`src/rtl/histogram_sequencer_pkg.sv`:
```
// Shared definitions for the histogram frame sequencer.
// Holds the default frame geometry, frame-buffer address width, the
// command holdoff length, the sequencer state encoding and the median
// threshold helper.
package histogram_sequencer_pkg;

  localparam int unsigned IMWIDTH  = 240;
  localparam int unsigned IMHEIGHT = 180;
  localparam int unsigned AW       = 16;
  localparam int unsigned HOLDOFF  = 2;
  localparam int unsigned BIN_W    = 8;
  localparam int unsigned COUNT_W  = 16;

  typedef enum logic [3:0] {
    S_IDLE,
    S_CLR,
    S_CLRW,
    S_SCAN,
    S_FLUSH,
    S_STOP,
    S_RD,
    S_RDW,
    S_DONE
  } seq_state_t;

  // (count+1)>>1 without losing the carry out of the 16-bit count.
  function automatic logic [COUNT_W-1:0] median_threshold(input logic [COUNT_W-1:0] count);
    logic [COUNT_W:0] sum;
    sum = {1'b0, count} + (COUNT_W+1)'(1);
    return sum[COUNT_W:1];
  endfunction

endpackage

```
`src/rtl/histogram_sequencer_if.sv`:
```
// Bus between the sequencer and its two neighbours: the frame-buffer read
// port (fbRdEn/fbAddr/fbData) and computeHistogram (addresses, pixel
// increment, command pulses, status flags, readback streams).
//   master : sequencer side
//   slave  : frame buffer / computeHistogram side
interface histogram_sequencer_if
  import histogram_sequencer_pkg::*;
#(
  parameter int unsigned AW = histogram_sequencer_pkg::AW
);
  logic             fbRdEn;
  logic [AW-1:0]    fbAddr;
  logic             fbData;
  logic [BIN_W-1:0] histXAddress;
  logic [BIN_W-1:0] histYAddress;
  logic             histPixelData;
  logic             histStart;
  logic             histStop;
  logic             histClear;
  logic             histRead;
  logic             histReady;
  logic             histCleared;
  logic [BIN_W-1:0] histXOut;
  logic [BIN_W-1:0] histYOut;
  logic             histXValid;
  logic             histYValid;

  modport master (
    output fbRdEn, fbAddr, histXAddress, histYAddress, histPixelData,
           histStart, histStop, histClear, histRead,
    input  fbData, histReady, histCleared, histXOut, histYOut, histXValid, histYValid
  );

  modport slave (
    input  fbRdEn, fbAddr, histXAddress, histYAddress, histPixelData,
           histStart, histStop, histClear, histRead,
    output fbData, histReady, histCleared, histXOut, histYOut, histXValid, histYValid
  );
endinterface

```
`src/rtl/histogram_sequencer_tracker.sv`:
```
// hist_median_tracker: reduces one histogram readback stream to its median.
// Accumulates bin values beat by beat and latches the index of the first
// beat whose running sum reaches the threshold.
//   clk, reset : clock, synchronous active-high reset
//   init       : clears sum, index, found flag and median
//   threshold  : target cumulative count
//   valid, bin : readback beat qualifier and bin value
//   median     : latched bin index, 0 until found
module hist_median_tracker
  import histogram_sequencer_pkg::*;
(
  input  logic               clk,
  input  logic               reset,
  input  logic               init,
  input  logic [COUNT_W-1:0] threshold,
  input  logic               valid,
  input  logic [BIN_W-1:0]   bin,
  output logic [BIN_W-1:0]   median
);
  logic [COUNT_W:0] cum;
  logic [COUNT_W:0] cum_next;
  logic [BIN_W-1:0] idx;
  logic             found;

  assign cum_next = cum + {{(COUNT_W+1-BIN_W){1'b0}}, bin};

  always_ff @(posedge clk) begin
    if (reset || init) begin
      cum    <= '0;
      idx    <= '0;
      found  <= 1'b0;
      median <= '0;
    end else if (valid) begin
      cum <= cum_next;
      idx <= idx + BIN_W'(1);
      if (!found && (cum_next >= {1'b0, threshold})) begin
        found  <= 1'b1;
        median <= idx;
      end
    end
  end
endmodule

```
`src/rtl/histogram_sequencer.sv`:
```
// histogram_sequencer: per-frame controller for computeHistogram.
// Clears the projection histograms, rasters the frame buffer into them,
// stops, reads them back and reduces each stream to a median coordinate.
//   clk, reset          : clock, synchronous active-high reset
//   start               : frame request, ignored while busy
//   busy, done          : frame in progress / one-cycle completion pulse
//   bus                 : frame-buffer and computeHistogram signals (master)
//   pixelCount          : set pixels in the last frame
//   xMedian, yMedian    : median bins of the last frame
//   empty               : last frame had no set pixels
module histogram_sequencer
  import histogram_sequencer_pkg::*;
#(
  parameter int unsigned IMWIDTH  = histogram_sequencer_pkg::IMWIDTH,
  parameter int unsigned IMHEIGHT = histogram_sequencer_pkg::IMHEIGHT,
  parameter int unsigned AW       = histogram_sequencer_pkg::AW
) (
  input  logic                 clk,
  input  logic                 reset,
  input  logic                 start,
  output logic                 busy,
  output logic                 done,
  histogram_sequencer_if.master bus,
  output logic [COUNT_W-1:0]   pixelCount,
  output logic [BIN_W-1:0]     xMedian,
  output logic [BIN_W-1:0]     yMedian,
  output logic                 empty
);
  localparam logic [BIN_W-1:0] X_LAST = BIN_W'(IMWIDTH - 1);
  localparam logic [BIN_W-1:0] Y_LAST = BIN_W'(IMHEIGHT - 1);

  seq_state_t       state, state_next;
  logic             cmd_sent, cmd_sent_next;
  logic [1:0]       hold;
  logic             ready_ok;
  logic             clear_p, start_p, stop_p, read_p;
  logic             rd_en, rd_en_d1;
  logic [BIN_W-1:0] x_cnt, y_cnt, x_d1, y_d1;
  logic [AW-1:0]    addr;
  logic             last_pixel;
  logic             pixel;
  logic             accept;
  logic             reading;

  assign accept     = (state == S_IDLE) && start;
  assign ready_ok   = bus.histReady && (hold == 2'd0);
  assign last_pixel = (x_cnt == X_LAST) && (y_cnt == Y_LAST);
  assign pixel      = bus.fbData & rd_en_d1;
  assign reading    = (state == S_RD) || (state == S_RDW);

  assign busy = (state != S_IDLE);
  assign done = (state == S_DONE);

  assign bus.fbRdEn        = rd_en;
  assign bus.fbAddr        = addr;
  assign bus.histXAddress  = x_d1;
  assign bus.histYAddress  = y_d1;
  assign bus.histPixelData = pixel;
  assign bus.histClear     = clear_p;
  assign bus.histStart     = start_p;
  assign bus.histStop      = stop_p;
  assign bus.histRead      = read_p;

  always_ff @(posedge clk) begin
    if (reset) begin
      state    <= S_IDLE;
      cmd_sent <= 1'b0;
    end else begin
      state    <= state_next;
      cmd_sent <= cmd_sent_next;
    end
  end

  // SCAN and STOP each hold two phases: issue the command pulse once
  // histReady allows it, then run (SCAN) or wait for idle (STOP).
  // cmd_sent separates the phases and is cleared on entry to either state.
  always_comb begin
    state_next    = state;
    cmd_sent_next = cmd_sent;
    clear_p       = 1'b0;
    start_p       = 1'b0;
    stop_p        = 1'b0;
    read_p        = 1'b0;
    rd_en         = 1'b0;
    unique case (state)
      S_IDLE:  if (start) state_next = S_CLR;
      S_CLR:   if (ready_ok) begin
                 clear_p    = 1'b1;
                 state_next = S_CLRW;
               end
      S_CLRW:  if (ready_ok && bus.histCleared) begin
                 state_next    = S_SCAN;
                 cmd_sent_next = 1'b0;
               end
      S_SCAN:  if (!cmd_sent) begin
                 if (ready_ok) begin
                   start_p       = 1'b1;
                   cmd_sent_next = 1'b1;
                 end
               end else begin
                 rd_en = 1'b1;
                 if (last_pixel) state_next = S_FLUSH;
               end
      S_FLUSH: begin
                 state_next    = S_STOP;
                 cmd_sent_next = 1'b0;
               end
      S_STOP:  if (!cmd_sent) begin
                 if (ready_ok) begin
                   stop_p        = 1'b1;
                   cmd_sent_next = 1'b1;
                 end
               end else if (ready_ok) begin
                 state_next = S_RD;
               end
      S_RD:    if (ready_ok) begin
                 read_p     = 1'b1;
                 state_next = S_RDW;
               end
      S_RDW:   if (ready_ok) state_next = S_DONE;
      S_DONE:  state_next = S_IDLE;
      default: state_next = S_IDLE;
    endcase
  end

  // Status flags from computeHistogram are stale right after a command.
  always_ff @(posedge clk) begin
    if (reset) begin
      hold <= 2'd0;
    end else if (clear_p || start_p || stop_p || read_p) begin
      hold <= 2'(HOLDOFF);
    end else if (hold != 2'd0) begin
      hold <= hold - 2'd1;
    end
  end

  always_ff @(posedge clk) begin
    if (reset || (state == S_IDLE)) begin
      x_cnt <= '0;
      y_cnt <= '0;
      addr  <= '0;
    end else if (rd_en) begin
      addr <= addr + AW'(1);
      if (x_cnt == X_LAST) begin
        x_cnt <= '0;
        y_cnt <= y_cnt + BIN_W'(1);
      end else begin
        x_cnt <= x_cnt + BIN_W'(1);
      end
    end
  end

  // Stage 2 aligns the bin address with the frame-buffer data beat.
  always_ff @(posedge clk) begin
    if (reset) begin
      rd_en_d1 <= 1'b0;
      x_d1     <= '0;
      y_d1     <= '0;
    end else begin
      rd_en_d1 <= rd_en;
      x_d1     <= x_cnt;
      y_d1     <= y_cnt;
    end
  end

  always_ff @(posedge clk) begin
    if (reset || accept) begin
      pixelCount <= '0;
    end else if (pixel) begin
      pixelCount <= pixelCount + COUNT_W'(1);
    end
  end

  // Latched on the way into DONE so it is valid in the done cycle itself.
  always_ff @(posedge clk) begin
    if (reset || accept) begin
      empty <= 1'b0;
    end else if ((state == S_RDW) && (state_next == S_DONE)) begin
      empty <= (pixelCount == '0);
    end
  end

  hist_median_tracker x_tracker (
    .clk       (clk),
    .reset     (reset),
    .init      (accept),
    .threshold (median_threshold(pixelCount)),
    .valid     (bus.histXValid && reading),
    .bin       (bus.histXOut),
    .median    (xMedian)
  );

  hist_median_tracker y_tracker (
    .clk       (clk),
    .reset     (reset),
    .init      (accept),
    .threshold (median_threshold(pixelCount)),
    .valid     (bus.histYValid && reading),
    .bin       (bus.histYOut),
    .median    (yMedian)
  );
endmodule
```
`src/flat_wrapper.sv`:
```
// flat-port wrapper written by rule: the top's interface ports become plain ports
module histogram_sequencer_flat import histogram_sequencer_pkg::*;
#(
  parameter int unsigned IMWIDTH  = histogram_sequencer_pkg::IMWIDTH,
  parameter int unsigned IMHEIGHT = histogram_sequencer_pkg::IMHEIGHT,
  parameter int unsigned AW       = histogram_sequencer_pkg::AW
)
  (clk, reset, start, busy, done, pixelCount, xMedian, yMedian, empty, bus_fbRdEn, bus_fbAddr, bus_histXAddress, bus_histYAddress, bus_histPixelData, bus_histStart, bus_histStop, bus_histClear, bus_histRead, bus_fbData, bus_histReady, bus_histCleared, bus_histXOut, bus_histYOut, bus_histXValid, bus_histYValid);
  histogram_sequencer_if #(.AW(AW)) bus_i ();
  input  logic clk;
  input  logic reset;
  input  logic start;
  output logic busy;
  output logic done;
  output logic [COUNT_W-1:0] pixelCount;
  output logic [BIN_W-1:0] xMedian;
  output logic [BIN_W-1:0] yMedian;
  output logic empty;
  output wire logic [$bits(bus_i.fbRdEn)-1:0] bus_fbRdEn;
  output wire logic [$bits(bus_i.fbAddr)-1:0] bus_fbAddr;
  output wire logic [$bits(bus_i.histXAddress)-1:0] bus_histXAddress;
  output wire logic [$bits(bus_i.histYAddress)-1:0] bus_histYAddress;
  output wire logic [$bits(bus_i.histPixelData)-1:0] bus_histPixelData;
  output wire logic [$bits(bus_i.histStart)-1:0] bus_histStart;
  output wire logic [$bits(bus_i.histStop)-1:0] bus_histStop;
  output wire logic [$bits(bus_i.histClear)-1:0] bus_histClear;
  output wire logic [$bits(bus_i.histRead)-1:0] bus_histRead;
  input wire logic [$bits(bus_i.fbData)-1:0] bus_fbData;
  input wire logic [$bits(bus_i.histReady)-1:0] bus_histReady;
  input wire logic [$bits(bus_i.histCleared)-1:0] bus_histCleared;
  input wire logic [$bits(bus_i.histXOut)-1:0] bus_histXOut;
  input wire logic [$bits(bus_i.histYOut)-1:0] bus_histYOut;
  input wire logic [$bits(bus_i.histXValid)-1:0] bus_histXValid;
  input wire logic [$bits(bus_i.histYValid)-1:0] bus_histYValid;
  assign bus_fbRdEn = bus_i.fbRdEn;
  assign bus_fbAddr = bus_i.fbAddr;
  assign bus_histXAddress = bus_i.histXAddress;
  assign bus_histYAddress = bus_i.histYAddress;
  assign bus_histPixelData = bus_i.histPixelData;
  assign bus_histStart = bus_i.histStart;
  assign bus_histStop = bus_i.histStop;
  assign bus_histClear = bus_i.histClear;
  assign bus_histRead = bus_i.histRead;
  assign bus_i.fbData = bus_fbData;
  assign bus_i.histReady = bus_histReady;
  assign bus_i.histCleared = bus_histCleared;
  assign bus_i.histXOut = bus_histXOut;
  assign bus_i.histYOut = bus_histYOut;
  assign bus_i.histXValid = bus_histXValid;
  assign bus_i.histYValid = bus_histYValid;
  histogram_sequencer #(.IMWIDTH(IMWIDTH), .IMHEIGHT(IMHEIGHT), .AW(AW)) u_core (.clk(clk), .reset(reset), .start(start), .busy(busy), .done(done), .bus(bus_i), .pixelCount(pixelCount), .xMedian(xMedian), .yMedian(yMedian), .empty(empty));
endmodule
```
`config.mk`:
```
export PLATFORM = sky130hd
export DESIGN_NAME = histogram_sequencer_flat
export DESIGN_NICKNAME = d
export VERILOG_FILES = /design/src/rtl/histogram_sequencer_pkg.sv /design/src/rtl/histogram_sequencer_if.sv /design/src/rtl/histogram_sequencer_tracker.sv /design/src/rtl/histogram_sequencer.sv /design/src/flat_wrapper.sv
export SDC_FILE = /design/constraint.sdc
export NUM_CORES = 1
export LEC_CHECK = 0
export ABC_AREA = 1
export ABC_CLOCK_PERIOD_IN_PS = 3200
export CORE_ASPECT_RATIO = 1.1
export CORE_MARGIN = 2
export CORE_UTILIZATION = 40
export DETAILED_ROUTE_END_ITERATION = 10
export HOLD_SLACK_MARGIN = 0.08
export PLACE_DENSITY = 0.63
export SLEW_MARGIN = 20
export SYNTH_ARGS = -nofsm -noshare
export SYNTH_HDL_FRONTEND = slang
export SYNTH_SLANG_ARGS = --single-unit
export TNS_END_PERCENT = 1
```
`constraint.sdc`:
```
create_clock -name clk -period 3.2 [get_ports clk]
set_input_delay 0.64 -clock clk [delete_from_list [all_inputs] [get_ports clk]]
set_output_delay 0.64 -clock clk [all_outputs]
set_load 0.01 [all_outputs]
```
Word-level counts from Yosys, hierarchy flattened
Index checks and enable logic that the tools add are counted. Widths: inputs -> output; s select.

Input port bits: 24. Logic and storage cells: 99. Register bits: 141. Output and inout bits: 73.

Mux-type cells: 24. Order comparisons: 2. Reductions and logical operators: 30. Equality and inequality tests: 12. Bitwise logic cells: 1. Add/sub/neg operators: 10.

Operators with widths (number): $mux 4 (9); $add 17x8->17 (2); $ge 17x16->1 (2); $add 16x1->16 const B (2); $add 8x1->8 const B (4); $pmux 4 s8 (1); $add 16x1->17 const B (1); $eq 4x3->1 const B (4); $eq 8x8->1 const B (2); $logic_not 16->1 (1); $mux 1 (10); $logic_and 1x1->1 (9); $eq 4x2->1 const B (2); $eq 4x4->1 const B (2); $mux 8 (1); $reduce_and 2->1 (4); $logic_or 1x1->1 (6); $eq 4x1->1 const B (1); $logic_not 4->1 (1); $mux 2 (2); $reduce_bool 2->1 (2); $reduce_bool 4->1 (1); $reduce_or 2->1 (2); $pmux 1 s3 (1); other kinds (6) (7).

Depth between registers and ports, before layout
Depth after elaboration: 9. Gate-level depth with buffers: 24. Depth with buffers taken out: 23.

Cells and area by module
A second synthesis with hierarchy kept.

Cell total of the unflattened synthesis: 1233. Area total of the unflattened synthesis: 8438.1 um^2.

By module, submodules not included: histogram_sequencer (instances 1, cells each 567, area an instance 3843.7 um^2, sequential area each 1461.4 um^2); hist_median_tracker at u_core.y_tracker (instances 1, cells each 338, area an instance 2306.0 um^2, sequential area each 680.7 um^2); hist_median_tracker at u_core.x_tracker (instances 1, cells each 328, area an instance 2288.4 um^2, sequential area each 680.7 um^2).

Worst setup path after synthesis
OpenSTA, ideal clock, no wires.

Kind: input-to-reg. From: input port bus_histYOut[0]. To: register u_core.y_tracker.median[7]. Slack: -0.066 ns. Library setup time: 0.115 ns. Required time: 3.085 ns. Data arrival time: 3.151 ns. Stages on the path: 24. Path buffers: 1. Cell sequence: ha_1 fa_1 nand3_1 nand2_1 nand2_1 a21oi_1 nand2_1 nor2_1 xor2_1 ha_1 nand2_1 inv_1 nand2_1 nor2_1 a21oi_1 nand2_1 nand2_1 nand2_1 nand2_1 nand2_1 buf_2 nand3_1 nand2_1 nor2_1.

Word-level cells in the longest chain between the ends: 4.

RTL lines: from (decl) (line flat_wrapper.sv:32) `input wire logic [$bits(bus_i.histYOut)-1:0] bus_histYOut;`; $add 17x8->17 (line histogram_sequencer_tracker.sv:25) `assign cum_next = cum + {{(COUNT_W+1-BIN_W){1'b0}}, bin};`; named net u_core.y_tracker.cum_next[12] (line histogram_sequencer_tracker.sv:21) `logic [COUNT_W:0] cum_next;`; $ge 17x16->1 (line histogram_sequencer_tracker.sv:36) `if (!found && (cum_next >= {1'b0, threshold})) begin`; $logic_and 1x1->1 (line histogram_sequencer_tracker.sv:36); $reduce_and 2->1 (no source line); to (signal assigned) (line histogram_sequencer_tracker.sv:38) `median <= idx;`; to (decl) (line histogram_sequencer_tracker.sv:18) `output logic [BIN_W-1:0] median`.

The timed path passes the listed nets, and every way through them passes these cells. A chain may end at the register's enable or synchronous reset.

Worst setup path in the final report
From: input port bus_histXOut[7]. To: register u_core.x_tracker.median[7].

Word-level cells in the longest chain between the ends: 4.

RTL lines: from (decl) (line flat_wrapper.sv:31) `input wire logic [$bits(bus_i.histXOut)-1:0] bus_histXOut;`; $add 17x8->17 (line histogram_sequencer_tracker.sv:25); named net u_core.x_tracker.cum_next[14] (line histogram_sequencer_tracker.sv:21); $ge 17x16->1 (line histogram_sequencer_tracker.sv:36); $logic_and 1x1->1 (line histogram_sequencer_tracker.sv:36); $reduce_and 2->1 (no source line); to (signal assigned) (line histogram_sequencer_tracker.sv:38); to (decl) (line histogram_sequencer_tracker.sv:18).

The timed path passes the listed nets, and every way through them passes these cells.

==> results.md <==
* Met3 usage at under 10%
* Hold path endpoint: u_core.hold[0]
* Max Cap Violations at 0
* FF-to-FF End: u_core.y_tracker.median[3]
* Sequential share of the synthesized area at a little over a third
* Die Span Y at approximately 150 µm
* Final Instance Count excl. Fillers at around 1500
* Dpl cells at approximately 1500
* Fin Clk Skew at between 0.007 and 0.008 ns
* Syn-to-layout area delta at 36.8%
* Reg-to-Reg Start: u_core.pixelCount[0]
* Core area at roughly 19000 µm²
* Fin. max-slew vios at 0
* Met1 global-route usage at between 20% and 30%
* Global-route wire length before repair at around 32000 µm
* Status: finished, final reports clean
* Ys Warns at 0
* Fraction of layout cells with a size suffix above 1 at between 10% and 20%
* Initial antenna violation count at 0
* # rows at 53
* Mapped Nets at ~1200
* Root Driver: clkbuf_16
* Antenna cells at 0
* Layout fillers at 1786
* Worst Reg-to-Reg Cells at 17
* Rel. slew slack at around three fifths
* Max frequency at about 0.32 GHz
* DP HPWL at 13800 µm
* Crit path from: bus_histXOut[7]
* Hold Path Origin: u_core.hold[0]
* Worst setup margin at roughly 0.094 ns
* Cell Int Power at 3.06 mW
* Peak supply drop at ~0.3 mV
* Setup crit start kind: primary input
* Final Hold Fails at 0
* Comb pwr share at a little over 7%
* Die area at approximately 21000 µm²
* Post-synth cell types at 45
* FF+latch count, synth at ~140
* Vias in the first global route at about 6800
* Final min period at 3.11 ns
* Fin nets at 1347
* CTS H-Tree Depth at 4
* Mapped Avg Cell Area at between 7 and 8 µm²
* Top Usage Layer GRT: met2
* RSZ-0062 raised after global routing: true
* Via density per instance at slightly below 5
* Final GP Congestion at roughly 0.85
* Mapped Area at 7850 µm²
* Routed Antenna Nets at 0
* First-pass detailed-route iteration total at 5
* DRC violations left at 0
* CTS Buf Count at 17
* Worst-margin pin slew at 0.566 ns
* Met2 Track Usage GR at 32.5%
* Commonest non-fill, non-tap cell in the layout: nand2_1
* Port buffer count at 96
* Clock Path Buffers at 2
* Critical-path maximum fanout at 5
* Starting Density at ~41%
* Hold Crit Depth at 1
* Commonest cells after routing, fill and taps aside: 201 x nand2_1, 167 x inv_1, 138 x dfxtp_1
* Sequential share of power at between 40 and 50%
* CTS tree: built
* Crit share post-route at 97.1%
* DRT Wirelength at between 15000 and 20000 µm
* Gr ovfl total at 0
* CP endpoint kind: register
* Setup slack, reg-to-reg at about 0.21 ns
* P_sw at 0.939 mW
* Ports at 97
* Static Leakage at between 4 and 5 nW
* Switching Fraction at approximately a quarter
* Clock slew at reported path FFs at about 0.06 ns
* DIE WIDTH at roughly 140 µm
* Place WS at -0.640 ns
* Worst-skew pair later-pin latency at around 0.42 ns
* Largest net degree at the start of global routing at 35
* Initial DRC count at 257
* Req. time, crit path at about 3.5 ns
* DR WL/cell at ~13 µm
* GR Util All Layers at around a fifth
* Total number of vias at about 7400
* Syn Inst Count at 1101
* CP arrival at 3.42 ns
* Worst min-delay path class: register to register
* Pwr Density at 372 nW/µm²
* Final setup vio count at 0
* Clk sink count at 141
* CP Class: primary input to register
* Clk pwr share at 48.7%
## stage by stage
stage                     TNS (ns)  cell area [µm²]  hold slack (ns)  utilization [%]  power [mW]
final                            0            10700            0.415             56.0        4.00
after global routing        -0.152            10700            0.434             56.0        4.15
after CTS                        0            10400            0.411             54.0        4.03
after detailed placement    -10.97             9500            0.402             49.6        2.05
after global placement      -10.36             9500            0.401             49.6        2.05
after floorplan                  0             7860            0.391                -        1.94
## per-layer routing
| layer | part of all wire [%] | vias up |
|---|---|---|
| met5 | 0 | - |
| met4 | 1.8 | 0 |
| met3 | 4.5 | 29 |
| met2 | 48 | 155 |
| met1 | 46 | 3373 |
| li1 | - | 3882 |
## cells in the mapped netlist (all sizes together)
| cell | count | area, µm² |
|---|---|---|
| nand2 | 227 | 885 |
| inv | 171 | 642 |
| dfxtp | 141 | 2820 |
| nor2 | 115 | 503 |
| a21oi | 104 | 521 |
| nand3 | 71 | 380 |
| o21ai | 56 | 280 |
| ha | 55 | 688 |
| xor2 | 31 | 272 |
| nor3 | 27 | 151 |
| clkbuf | 17 | 63.8 |
| o21bai | 12 | 90.1 |
| xnor2 | 11 | 96.3 |
| buf | 9 | 47.6 |
| or2 | 8 | 50.1 |
| nand4 | 7 | 50.1 |
| a31oi | 5 | 31.3 |
| nor4 | 5 | 31.3 |
| o21a | 5 | 37.5 |
| o211ai | 4 | 30.0 |
| nor3b | 3 | 22.5 |
| a211oi | 2 | 15.0 |
| a21o | 2 | 15.0 |
| a31o | 2 | 17.5 |
| and3 | 2 | 12.5 |
| fa | 2 | 40.0 |
| nand3b | 2 | 15.0 |
| a21boi | 1 | 7.51 |
| a311oi | 1 | 8.76 |
| o22ai | 1 | 6.26 |
| o31ai | 1 | 7.51 |
| o32ai | 1 | 8.76 |
## logic make-up after synthesis
family	share of synthesized area (%)
AOI/OAI and AO/OA	13.7
adders and majority gates	9.28
DFF	36.0
and+or+nand+nor	26.8
xor gates and xnor gates	4.69
buffers and inverters	9.60
## sequential cells by signal (all words and copies together) (netlist names)
signal and count:
u_core.bus.fbAddr 16, u_core.bus.histXAddress 8, u_core.bus.histYAddress 8, u_core.cmd_sent 1, u_core.empty 1, u_core.hold 2
u_core.pixelCount 16, u_core.rd_en_d1 1, u_core.state 4, u_core.x_cnt 8, u_core.x_tracker.cum 17, u_core.x_tracker.found 1
u_core.x_tracker.idx 8, u_core.x_tracker.median 8, u_core.y_cnt 8, u_core.y_tracker.cum 17, u_core.y_tracker.found 1, u_core.y_tracker.idx 8
u_core.y_tracker.median 8
## how the worst max path moves through the flow
stage                                             to  slack [ns]  depth (start not counted)
after floorplan               u_core.y_tracker.found        0.02                         20
after global placement        u_core.y_tracker.found       -0.64                         23
after detailed placement      u_core.y_tracker.found       -0.64                         23
after CTS                     u_core.y_tracker.found      0.0006                         20
after global routing      u_core.x_tracker.median[1]       -0.03                         18
final                     u_core.x_tracker.median[7]        0.09                         17
## power groups by stage
stage / Clock [mW] / Combinational, mW / Sequential [mW]
floorplan: 0 / 0.142 / 1.80
global placement: 0 / 0.246 / 1.80
detailed placement: 0 / 0.248 / 1.80
CTS: 2.00 / 0.272 / 1.76
global route: 2.07 / 0.315 / 1.76
finish: 1.95 / 0.285 / 1.76
## critical path: stages
cell and delay [ns]:
clkdlybuf4s50_1 0.47, ha_4 0.31, nand2_1 0.05, inv_1 0.10, nand3_2 0.11, nand2_4 0.13, nand4_1 0.18, xnor2_2 0.23
ha_1 0.29, nand2_2 0.10, nor2_2 0.05, a31o_2 0.24, nor2_4 0.13, buf_12 0.14, nand2_8 0.07, a21oi_1 0.13
nor2_1 0.06
## layout make-up
type	count	area, µm²	share of cell area (%)
well taps	247	309	2.88
inverters	171	642	5.98
clock inverters	9	114	1.06
repair buffers	168	1540	14.3
multi-input cells	767	4840	45.1
flip-flops and latches	141	2830	26.4
clock buffers	21	460	4.29
## timing repair
action,in CTS,in global routing
cloned,4,0
setup endpoints to repair,18,18
setup buffers,4,3
hold buffers,0,0
pin swaps,30,44
resized for setup,47,78
Note: power is estimated with default switching activity, not from simulation.
==> edit, RTL diff (config.mk and constraints unchanged) <==
Set the package constant `COUNT_W` to 14 (it was 16).
--- a/src/rtl/histogram_sequencer_pkg.sv
+++ b/src/rtl/histogram_sequencer_pkg.sv
@@ -11,3 +11,3 @@
   localparam int unsigned BIN_W    = 8;
-  localparam int unsigned COUNT_W  = 16;
+  localparam int unsigned COUNT_W  = 14;
 
Interface: changed (resized pixelCount); port bits go from 97 to 95. The function was not compared with the original's and may differ.
==> edit against the original RTL <==
  * Worst setup slack worse by 0.015 ns
  * Global-route usage is 0.69 points lower
  * Sequential cell count is 6 lower
  * Register-to-register slack better by 0.03 ns
  * Cell area is 5.1% lower
  * Non-clock buffer count is 3 lower
  * Area after synthesis is 6.7% lower
  * Final cell count is 5.6% lower
  * Routed wire length is 7.3% lower
  * Total power is 2.0% lower
  * Critical endpoint is now u_core.y_tracker.median[6]
==> edit: results <==
[global_routing]
grt_pass1_wl_um = 29700
met2_usage_pct = 32.3
grtUsageMet3_pct = 4.18
grt_max_degree = 46
grt_pass1_vias = 6520
use_met1_pct = 23.2
grt_util_all_layers_pct = 18.6

[route]
drt_iter0_drc = 268
vias_per_cell = 4.79
routedWlPerCell_um = 12.8
met1_length_um = 8440

[synth]
yosys-top-cells-count = "nand2_1, inv_1, dfxtp_1"
synth_xor_area_share_pct = 4.79
synth_compound_area_share_pct = 13.2
synthAdderAreaFrac_pct = 9.26
syn_nets = 1104
ys_types = 41
yosys-top-cells-area = "dfxtp_1, nand2_1, ha_1, inv_1, a21oi_1"

[critical_path]
r2r_end = "u_core.x_tracker.median[5]"
ff2ff_path_depth = 19
cpPeakStageDelay_ns = 0.45
regToRegStartpoint = "u_core.x_tracker.cum[0]"
r2r_slack_ns = 0.24

[finish]
finalNonFillerCells = 1439
nFillCells = 1608
drive_gt1_share_pct = 16.8
fin_nets = 1265
final_util_pct = 57.2

[timing]
holdWs_ns = 0.438
fin_skew_ns = 0.0121
timing.slew.headroom_pct = 59.6

[clock_tree]
cts_resized = 18
post-cts-setup-buffers = 8

[place]
dp_hpwl_um = 12500
gp_congestion = 0.824
port_buffers = 94

[status]
status = "finished, final reports clean"

[power_and_ir_drop]
p_leak_nw = 4.37
internal_power_mw = 2.91
ir_drop_uv = 478
seq_power_share_pct = 43.2
p_per_area_nw_per_um2 = 385
## edit: cell types whose count changed after synthesis, sizes merged, moves of 3 or more
cell,change
nand2,-34
nand4,+15
buf,-3
a21oi,-11
xnor2,-4
nand3,-16
or2,-4
inv,-11
nor2,+7
dfxtp,-6
ha,-4
## edit: worst max-delay path by stage
stage	from	to	slack, ns
CTS	bus_histYOut[0]	u_core.y_tracker.median[6]	0.002
floorplan	bus_histXOut[0]	u_core.x_tracker.found	0.01
global route	bus_histYOut[7]	u_core.y_tracker.median[6]	-0.07
detailed placement	bus_histYOut[0]	u_core.y_tracker.median[1]	-0.53
finish	bus_histYOut[7]	u_core.y_tracker.median[6]	0.08
global placement	bus_histYOut[0]	u_core.y_tracker.median[4]	-0.48
## edit: area by class of cell
class,count,share of cell area [%]
Multi-Input combinational cell,707,43.5
Sequential cell,135,26.6
Timing Repair Buffer,165,15.3
Inverter,162,5.97
Clock buffer,17,4.18
Tap cell,238,2.92
Clock inverter,15,1.54
